===== src/rtl/issue_id_allocator_if.sv =====
// Issue-ID allocator bus: allocation requests/grants, completions, retire status.
// ISSUE_ID_ALLOC_STATS_EN adds the stall_cycles counter output.
interface issue_id_allocator_if #(
   parameter int ID_WIDTH  = 6,
   parameter int NUM_ALLOC = 2,
   parameter int NUM_DONE  = 4
);
   localparam int RCW = $clog2(NUM_ALLOC + 1);

   logic                                flush;
   logic [NUM_ALLOC-1:0]                alloc_req;
   logic [NUM_ALLOC-1:0]                alloc_grant;
   logic [NUM_ALLOC-1:0][ID_WIDTH-1:0]  alloc_id;
   logic [NUM_DONE-1:0]                 done_valid;
   logic [NUM_DONE-1:0][ID_WIDTH-1:0]   done_id;
   logic [RCW-1:0]                      retire_count;
   logic [ID_WIDTH-1:0]                 oldest_id;
   logic [ID_WIDTH-1:0]                 inflight_cnt;
   logic                                empty;
   logic                                full;
`ifdef ISSUE_ID_ALLOC_STATS_EN
   logic [31:0]                         stall_cycles;
`endif

   modport master (
      output flush, alloc_req, done_valid, done_id,
      input  alloc_grant, alloc_id, retire_count,
      input  oldest_id, inflight_cnt, empty, full
`ifdef ISSUE_ID_ALLOC_STATS_EN
      , input stall_cycles
`endif
   );

   modport slave (
      input  flush, alloc_req, done_valid, done_id,
      output alloc_grant, alloc_id, retire_count,
      output oldest_id, inflight_cnt, empty, full
`ifdef ISSUE_ID_ALLOC_STATS_EN
      , output stall_cycles
`endif
   );
endinterface


===== src/rtl/issue_id_allocator.sv =====
// Ring-ordered issue-ID allocator with out-of-order completion and in-order retire.
// Optional ISSUE_ID_ALLOC_STATS_EN adds a saturating capacity-stall counter.
module issue_id_allocator #(
   parameter int ID_WIDTH  = 6,
   parameter int NUM_ALLOC = 2,
   parameter int NUM_DONE  = 4
) (
   input logic                    clk,
   input logic                    rst_n,
   issue_id_allocator_if.slave    bus
);
   localparam int RING = 1 << ID_WIDTH;
   localparam int MAXF = 1 << (ID_WIDTH - 1);
   localparam int RCW  = $clog2(NUM_ALLOC + 1);

   logic [ID_WIDTH-1:0] head_q, head_d;
   logic [ID_WIDTH-1:0] tail_q, tail_d;
   logic [ID_WIDTH-1:0] cnt_q, cnt_d;
   logic [RING-1:0]     done_q, done_d;

   logic [NUM_ALLOC-1:0]               grant;
   logic [NUM_ALLOC-1:0][ID_WIDTH-1:0] ids;
   logic [ID_WIDTH-1:0]                ngrant;
   logic [ID_WIDTH-1:0]                free;
   logic [RCW-1:0]                     ret;
   logic                               run;
   logic                               deny;

   // Flash grant: k-th granted slot gets tail+k, bounded by free window.
   always_comb begin
      free   = ID_WIDTH'(MAXF) - cnt_q;
      ngrant = '0;
      grant  = '0;
      ids    = '0;
      deny   = 1'b0;
      for (int i = 0; i < NUM_ALLOC; i++) begin
         ids[i] = tail_q + ngrant;
         if (bus.alloc_req[i] && !bus.flush && rst_n) begin
            if (ngrant < free) begin
               grant[i] = 1'b1;
               ngrant   = ngrant + ID_WIDTH'(1);
            end else begin
               deny = 1'b1;
            end
         end
      end
   end

   always_comb begin
      ret = '0;
      run = 1'b1;
      for (int k = 0; k < NUM_ALLOC; k++) begin
         if (run && (ID_WIDTH'(k) < cnt_q) &&
             done_q[head_q + ID_WIDTH'(k)]) begin
            ret = ret + RCW'(1);
         end else begin
            run = 1'b0;
         end
      end
      if (bus.flush) ret = '0;
   end

   // Retire clears are applied after sets so a late duplicate cannot leave a stale bit.
   always_comb begin
      done_d = done_q;
      for (int j = 0; j < NUM_DONE; j++) begin
         if (bus.done_valid[j] &&
             (ID_WIDTH'(bus.done_id[j] - head_q) < cnt_q)) begin
            done_d[bus.done_id[j]] = 1'b1;
         end
      end
      for (int k = 0; k < NUM_ALLOC; k++) begin
         if (RCW'(k) < ret) done_d[head_q + ID_WIDTH'(k)] = 1'b0;
      end
      if (bus.flush) done_d = '0;
   end

   always_comb begin
      if (bus.flush) begin
         head_d = tail_q;
         tail_d = tail_q;
         cnt_d  = '0;
      end else begin
         head_d = head_q + ID_WIDTH'(ret);
         tail_d = tail_q + ngrant;
         cnt_d  = cnt_q + ngrant - ID_WIDTH'(ret);
      end
   end

   always_ff @(posedge clk or negedge rst_n) begin
      if (!rst_n) begin
         head_q <= '0;
         tail_q <= '0;
         cnt_q  <= '0;
         done_q <= '0;
      end else begin
         head_q <= head_d;
         tail_q <= tail_d;
         cnt_q  <= cnt_d;
         done_q <= done_d;
      end
   end

   assign bus.alloc_grant  = grant;
   assign bus.alloc_id     = ids;
   assign bus.retire_count = ret;
   assign bus.oldest_id    = head_q;
   assign bus.inflight_cnt = cnt_q;
   assign bus.empty        = (cnt_q == '0);
   assign bus.full         = (cnt_q == ID_WIDTH'(MAXF));

`ifdef ISSUE_ID_ALLOC_STATS_EN
   logic [31:0] stall_q, stall_d;

   always_comb begin
      stall_d = stall_q;
      if (deny && (stall_q != '1)) stall_d = stall_q + 32'd1;
   end

   always_ff @(posedge clk or negedge rst_n) begin
      if (!rst_n) stall_q <= '0;
      else        stall_q <= stall_d;
   end

   assign bus.stall_cycles = stall_q;
`else
   logic unused_deny;
   assign unused_deny = deny;
`endif
endmodule

===== src/flat_wrapper.sv =====
// flat-port wrapper written by rule: the top's interface ports become plain ports
module issue_id_allocator_flat 
#(
   parameter int ID_WIDTH  = 6,
   parameter int NUM_ALLOC = 2,
   parameter int NUM_DONE  = 4
)
  (clk, rst_n, bus_flush, bus_alloc_req, bus_done_valid, bus_done_id, bus_alloc_grant, bus_alloc_id, bus_retire_count, bus_oldest_id, bus_inflight_cnt, bus_empty, bus_full);
  issue_id_allocator_if #(.ID_WIDTH(ID_WIDTH), .NUM_ALLOC(NUM_ALLOC), .NUM_DONE(NUM_DONE)) bus_i ();
  input logic clk;
  input logic rst_n;
  input wire logic [$bits(bus_i.flush)-1:0] bus_flush;
  input wire logic [$bits(bus_i.alloc_req)-1:0] bus_alloc_req;
  input wire logic [$bits(bus_i.done_valid)-1:0] bus_done_valid;
  input wire logic [$bits(bus_i.done_id)-1:0] bus_done_id;
  output wire logic [$bits(bus_i.alloc_grant)-1:0] bus_alloc_grant;
  output wire logic [$bits(bus_i.alloc_id)-1:0] bus_alloc_id;
  output wire logic [$bits(bus_i.retire_count)-1:0] bus_retire_count;
  output wire logic [$bits(bus_i.oldest_id)-1:0] bus_oldest_id;
  output wire logic [$bits(bus_i.inflight_cnt)-1:0] bus_inflight_cnt;
  output wire logic [$bits(bus_i.empty)-1:0] bus_empty;
  output wire logic [$bits(bus_i.full)-1:0] bus_full;
  assign bus_i.flush = bus_flush;
  assign bus_i.alloc_req = bus_alloc_req;
  assign bus_i.done_valid = bus_done_valid;
  assign bus_i.done_id = bus_done_id;
  assign bus_alloc_grant = bus_i.alloc_grant;
  assign bus_alloc_id = bus_i.alloc_id;
  assign bus_retire_count = bus_i.retire_count;
  assign bus_oldest_id = bus_i.oldest_id;
  assign bus_inflight_cnt = bus_i.inflight_cnt;
  assign bus_empty = bus_i.empty;
  assign bus_full = bus_i.full;
  issue_id_allocator #(.ID_WIDTH(ID_WIDTH), .NUM_ALLOC(NUM_ALLOC), .NUM_DONE(NUM_DONE)) u_core (.clk(clk), .rst_n(rst_n), .bus(bus_i));
endmodule

===== config.mk =====
export PLATFORM = sky130hd
export DESIGN_NAME = issue_id_allocator_flat
export DESIGN_NICKNAME = d
export VERILOG_FILES = /design/src/rtl/issue_id_allocator_if.sv /design/src/rtl/issue_id_allocator.sv /design/src/flat_wrapper.sv
export SDC_FILE = /design/constraint.sdc
export NUM_CORES = 1
export LEC_CHECK = 0
export ABC_CLOCK_PERIOD_IN_PS = 13600
export CAP_MARGIN = 20
export CORE_MARGIN = 1.5
export CORE_UTILIZATION = 35
export CTS_BUF_LIST = sky130_fd_sc_hd__clkbuf_8 sky130_fd_sc_hd__clkbuf_16
export CTS_CLUSTER_DIAMETER = 60
export DETAILED_ROUTE_END_ITERATION = 10
export DONT_BUFFER_PORTS = 1
export HOLD_SLACK_MARGIN = 0.15
export PLACE_DENSITY_LB_ADDON = 0.1
export SYNTH_ARGS = -nofsm -noshare
export SYNTH_HDL_FRONTEND = slang
export SYNTH_SLANG_ARGS = --single-unit

===== constraint.sdc =====
create_clock -name clk -period 13.6 [get_ports clk]
set_clock_uncertainty 0.1 [all_clocks]
set_input_delay 2.72 -clock clk [delete_from_list [all_inputs] [get_ports clk]]
set_output_delay 2.72 -clock clk [all_outputs]
set_load 0.01 [all_outputs]

* Word-level counts from Yosys, hierarchy flattened
Index checks and enable logic that the tools add are counted.
** Word-level totals
- Output and inout bits :: 30
- Input bits :: 33
- Memories kept :: 0
- Memory bits (read-only) :: 0
- Bits in latches :: 0
- Register bits after elaboration :: 82
- Word-level logic and storage cells :: 104
- Bits in writable memories :: 0
** Operators by class
- $lt $le $gt $ge :: 22
- Bitwise gates (word level) :: 8
- $add $sub $neg :: 13
- Shifts and indexed selects :: 0
- Equal/unequal tests :: 1
- Divide/modulo/power cells :: 0
- Reduce and logical (&&, ||, !) cells :: 19
- Multipliers :: 0
- Mux-type cells :: 37
** Operators by type and width (number)
- $mux W64 :: 7
- $or A64 B64 Y64 :: 4
- $and A64 B64 Y64 :: 2
- $not A64 Y64 :: 2
- $lt A6 B7 Y1 const B :: 6
- $demux W1 S6 :: 6
- $ge A6 B1 Y1 const B :: 6
- $lt A6 B6 Y1 :: 5
- $mux W6 :: 5
- $sub A6 B6 Y6 :: 4
- $add A6 B6 Y6 :: 3
- $lt A1 B6 Y1 const A :: 3
- $logic_and A1 B1 Y1 :: 17
- $mux W1 :: 15
- $add A6 B1 Y6 const B :: 2
- $bmux W1 S6 :: 2
- $add A6 B2 Y6 :: 1
- $eq A6 B6 Y1 const B :: 1
- $logic_not A6 Y1 :: 1
- $sub A6 B2 Y6 :: 1
- $sub A6 B6 Y6 const A :: 1
- $lt A1 B2 Y1 const A :: 2
- $mux W2 :: 2
- $add A1 B1 Y2 const B :: 1
- $logic_not A1 Y1 :: 1

* Logic depth before layout (Yosys ltp)
- Word-level depth :: 17
- Mapped depth :: 20
- Gate-level depth less buffers :: 18

* Worst setup path after synthesis
Ideal clock, no wire load.
- Path type :: input -> output
- From :: input port bus_flush
- To :: output port bus_alloc_id[10]
- Path buffers :: 1
- Data required time :: 10.780 ns
- Slack :: 6.532 ns
- Stages :: 8
- Arrival time :: 4.248 ns
- Cell sequence :: clkbuf_1 -> nor2b_1 -> nand2_1 -> a21oi_1 -> ha_1 -> ha_1 -> nand3_1 -> xnor2_1
** On the way
- Cells in the longest elaborated chain, start to end :: 5
** RTL lines
- start: declaration :: RTL line flat_wrapper.sv:12 : input wire logic [$bits(bus_i.flush)-1:0] bus_flush;
- $logic_not A1 Y1 :: RTL line issue_id_allocator.sv:38 : if (bus.alloc_req[i] && !bus.flush && rst_n) begin
- $logic_and A1 B1 Y1 (2 in series) :: RTL line issue_id_allocator.sv:38
- $mux W6 :: RTL line issue_id_allocator.sv:38
- $add A6 B6 Y6 :: RTL line issue_id_allocator.sv:37 : ids[i] = tail_q + ngrant;
- end: declaration :: RTL line flat_wrapper.sv:17 : output wire logic [$bits(bus_i.alloc_id)-1:0] bus_alloc_id;
No other way between the ends.

* Worst setup path after layout
- From :: register u_core.head_q[2], in the netlist u_core.bus.oldest_id[2]
- To :: output port bus_retire_count[1]
** On the way
- Cells in the longest elaborated chain, start to end :: 8
** RTL lines
- start: declaration :: RTL line issue_id_allocator.sv:16 : logic [ID_WIDTH-1:0] head_q, head_d;
- start signal: assignment :: RTL line issue_id_allocator.sv:92 : head_q <= '0;
- start signal: assignment :: RTL line issue_id_allocator.sv:97 : head_q <= head_d;
- parallel branches: the longest is 6 deep, another holds $add A6 B1 Y6
- $mux W2 * :: RTL line issue_id_allocator.sv:53 : if (run && (ID_WIDTH'(k) < cnt_q) &&
- $mux W2 * :: RTL line issue_id_allocator.sv:60 : if (bus.flush) ret = '0;
- end: declaration :: RTL line flat_wrapper.sv:18 : output wire logic [$bits(bus_i.retire_count)-1:0] bus_retire_count;
Every way passes the cells marked *. The select of a mux whose other input is x is not followed.

==> summary.txt <==
Outcome
  • Status: finished, final reports clean

Pwr
  • Combinational share of power: 0.644
  • Static leakage: 0.00386 uW
  • P_int: 775 uW
  • Worst VDD drop: 0.0926 mV
  • Switching share of power: 0.537
  • Cell area power density: 168 nW/um2
  • Switching pwr: between 800 and 900 uW
  • Seq pwr share: 0.191
  • PnR Total Power: about 1700 uW
  • Clock power frac: 0.165

Setup path
  • Most frequent CP cell: buf_4
  • Critical path cell sequence: buf_4 > xor2_2 > buf_4 > mux4_2 > a2111oi_0 > nor3_1 > a32oi_1 > and4_1 > ha_1 > nor2b_1
  • Worst path slowest cell: a2111oi_0
  • Critical setup path kind: reg -> out
  • CP max FO: 33
  • Crit path DAT: 4470 ps
  • Reg2Reg Depth: 19
  • Crit-path max cell delay: 900 ps
  • Crit end category: output port
  • CP Data Required Time: 10780 ps
  • Startpoint types: flip-flop

Synthesis
  • Synth cell types: 69
  • Average size of a mapped cell: 7.92 um2
  • Post-synth EDFFs: 0
  • Synth Area in Adders: 0.0979
  • Synthesis-stage register bit count: 82
  • Netlist Area Pre-Place: roughly 9300 um2
  • XOR/XNOR Fraction of Synth Area: 0.0386
  • Post-synthesis async set-or-reset flop share: 1.00
  • Synth Net Count: 1276
  • Fraction of the mapped netlist area in simple logic gates: 0.248
  • Largest family of logic cells by synthesized area: compound AO/OA/AOI/OAI gates
  • Synth Warn #: 0
  • Compound-Gate Fraction of Synth Area: 0.285
  • Predominant post-synthesis flop cell: dfrtp_1
  • Post-Syn Instances: 1175
  • Sequential-to-total area share from yosys stat: 0.220
  • Mux cell area share after synthesis: 0.0462

Final layout
  • ANT cells: 0
  • NumNets Final: 1225
  • Commonest non-fill, non-tap cell in the layout: nor3_1
  • Commonest non-fill, non-tap cells in the layout: 99 x nor3_1, 97 x a31oi_1, 87 x nand2_1
  • Layout cells sized above 1: 0.0859
  • P&R area growth vs syn: 7.02%
  • Final std cells w/o fill: approximately 1500
  • Core Util, Final: 0.382

STA
  • Fin crit share: 0.536
  • Slew margin rel.: 0.224
  • Hold_ws: 514 ps
  • Fin Setup TNS: 0 ps
  • Actual slew at the worst max-slew pin: 1160 ps
  • Fin. max-slew vios: 0
  • Final hold vios: 0
  • Final setup violation count: 0
  • RSZ-0062 raised after global routing: false
  • Fmax: 137 MHz
  • Fin crit period: 7290 ps

Global route
  • GRT Overall Usage: 0.326
  • Largest net degree at the start of global routing: between 90 and 100
  • Antenna violations before repair: 2
  • First-pass GRT wire length: 66.7 mm
  • Vias in the first global route: 9766
  • Congestion Overflow GR: 0

Route
  • Routed via count: roughly 10000
  • Per-cell routed wire length: ~32 um
  • Post-route ant nets: 0
  • DR iter-0 viols: ~1500
  • DR vias/cell: 7.14
  • First-pass DRT Iterations: 6
  • Routed wire length: 46.2 mm
  • DRC viols: 0

Floorplan
  • # rows: between 50 and 60
  • Initial Util: 0.357
  • Core Footprint: 26100 um2
  • Die Span Y: 166 um
  • Die width: 166 um
  • I/O pin cnt: 63
  • Die Area: roughly 28000 um2

Clock network
  • Setup Fix Bufs, Post-CTS: 0
  • Clock root cell: clkbuf_16
  • Num CTS Buffers: 9
  • Post-cts sizing count: 0
  • Worst skew pair latency: roughly 370 ps
  • H-tree levels: 3
  • Worst-case clock buffer depth: 2
  • Clock Sinks: 82
  • Cts hold-fix bufs: 0
  • Clock transition at path regs: ~60 ps
  • CTS tree: yes

Min path
  • Hold/Removal Path Class: reg -> reg
  • WHS Path Cells: 1

Placed design
  • Placed Cells: 1446
  • Final GP Congestion: 0.971
  • PortBufs: 0
  • Detailed Place HPWL: 33.6 mm

Job
  • Maxcap violations: 0
==> cell type report <==
type / count / area, um2
Timing Repair Buffer: 38 / 282
Sequential cell: 82 / 2050
Multi-Input combinational cell: 950 / 6730
Clock inverter: 7 / 87.6
Fill cell: 2723 / 16100
Clock buffer: 9 / 225
Tap cell: 335 / 419
Inverter: 43 / 161
==> Yosys cell counts, types with 8 or more instances <==
master | count | share of area
buf_2 | 16 | 0.0086
dfrtp_1 | 82 | 0.22
xnor2_1 | 32 | 0.030
or3_1 | 8 | 0.0054
and3_1 | 27 | 0.018
nand2b_1 | 13 | 0.0087
buf_1 | 13 | 0.0052
nor3b_1 | 10 | 0.0081
nor2b_1 | 18 | 0.012
nand4_1 | 12 | 0.0081
ha_1 | 60 | 0.081
nand2_1 | 87 | 0.035
a21oi_1 | 46 | 0.025
a41oi_1 | 16 | 0.015
fa_1 | 8 | 0.017
mux4_2 | 9 | 0.022
nor2_1 | 64 | 0.026
a221oi_1 | 19 | 0.018
xor2_1 | 9 | 0.0085
nor3_1 | 104 | 0.056
inv_1 | 41 | 0.017
clkbuf_1 | 65 | 0.026
o221ai_1 | 11 | 0.010
a221o_1 | 39 | 0.042
or2_2 | 8 | 0.0054
nor4_1 | 22 | 0.015
o31ai_1 | 60 | 0.048
o21ai_0 | 24 | 0.013
mux2i_1 | 16 | 0.017
a31oi_1 | 97 | 0.065
nand3_1 | 38 | 0.020
==> cell families (layout without fill, tap and decap cells) <==
| group | after synthesis | count (layout) |
|---|---|---|
| adders and majority gates | 68 | 68 |
| AOI/OAI and AO/OA | 366 | 366 |
| DFF | 82 | 82 |
| and+or+nand+nor | 444 | 444 |
| xor gates and xnor gates | 41 | 41 |
| muxes | 31 | 31 |
| buffers and inverters | 143 | 97 |
==> stage by stage <==
stage / worst slack, ps / cell area, um2
after global placement: 6540 / 9610
after CTS: 6490 / 9950
after detailed placement: 6490 / 9640
final: 6310 / 9960
after floorplan: 6530 / 9310
after global routing: 6180 / 9960
==> power by group through the flow <==
stage	logic [uW]	clock network, uW	registers, uW
after floorplan	763	0	303
after global routing	1170	287	324
after CTS	1050	277	319
after detailed placement	1050	0	324
after global placement	1040	0	323
final	1080	276	320
==> sequential cells by signal (all words and copies together), names as in the netlist <==
signal and count:
u_core.bus.inflight_cnt 6, u_core.bus.oldest_id 6, u_core.done_q 64, u_core.tail_q 6
==> routing by layer <==
layer | GRT usage | part of all wire
met5 | 0 | 0.00028
met4 | 0.150 | 0.052
met3 | 0.102 | 0.12
met2 | 0.474 | 0.42
met1 | 0.439 | 0.41
==> worst max-delay path, delay by kind of cell, from the launching register on <==
family	cells	cell delay, ps
flip-flops	1	460
buffers and inverters	2	810
adder cells (fa/ha/maj)	1	220
AND/OR/NAND/NOR	3	780
XOR/XNOR	1	170
multiplexers	1	540
AO/OA/AOI/OAI	2	1090
==> worst paths after layout <==
path,startpoint,to,slack (ps)
min in group asynchronous,rst_n,u_core.bus.inflight_cnt[3]$_DFF_PN0_,1950
max in group asynchronous,rst_n,u_core.done_q[6]$_DFF_PN0_,11300
max reg2reg,u_core.bus.oldest_id[2]$_DFF_PN0_,u_core.bus.inflight_cnt[5]$_DFF_PN0_,7430
max,u_core.bus.oldest_id[2]$_DFF_PN0_,bus_retire_count[1],6310
min reg2reg,u_core.tail_q[5]$_DFFE_PN0N_,u_core.tail_q[5]$_DFFE_PN0N_,510
min,u_core.tail_q[5]$_DFFE_PN0N_,u_core.tail_q[5]$_DFFE_PN0N_,510
Note: power is estimated with default switching activity, not from simulation.
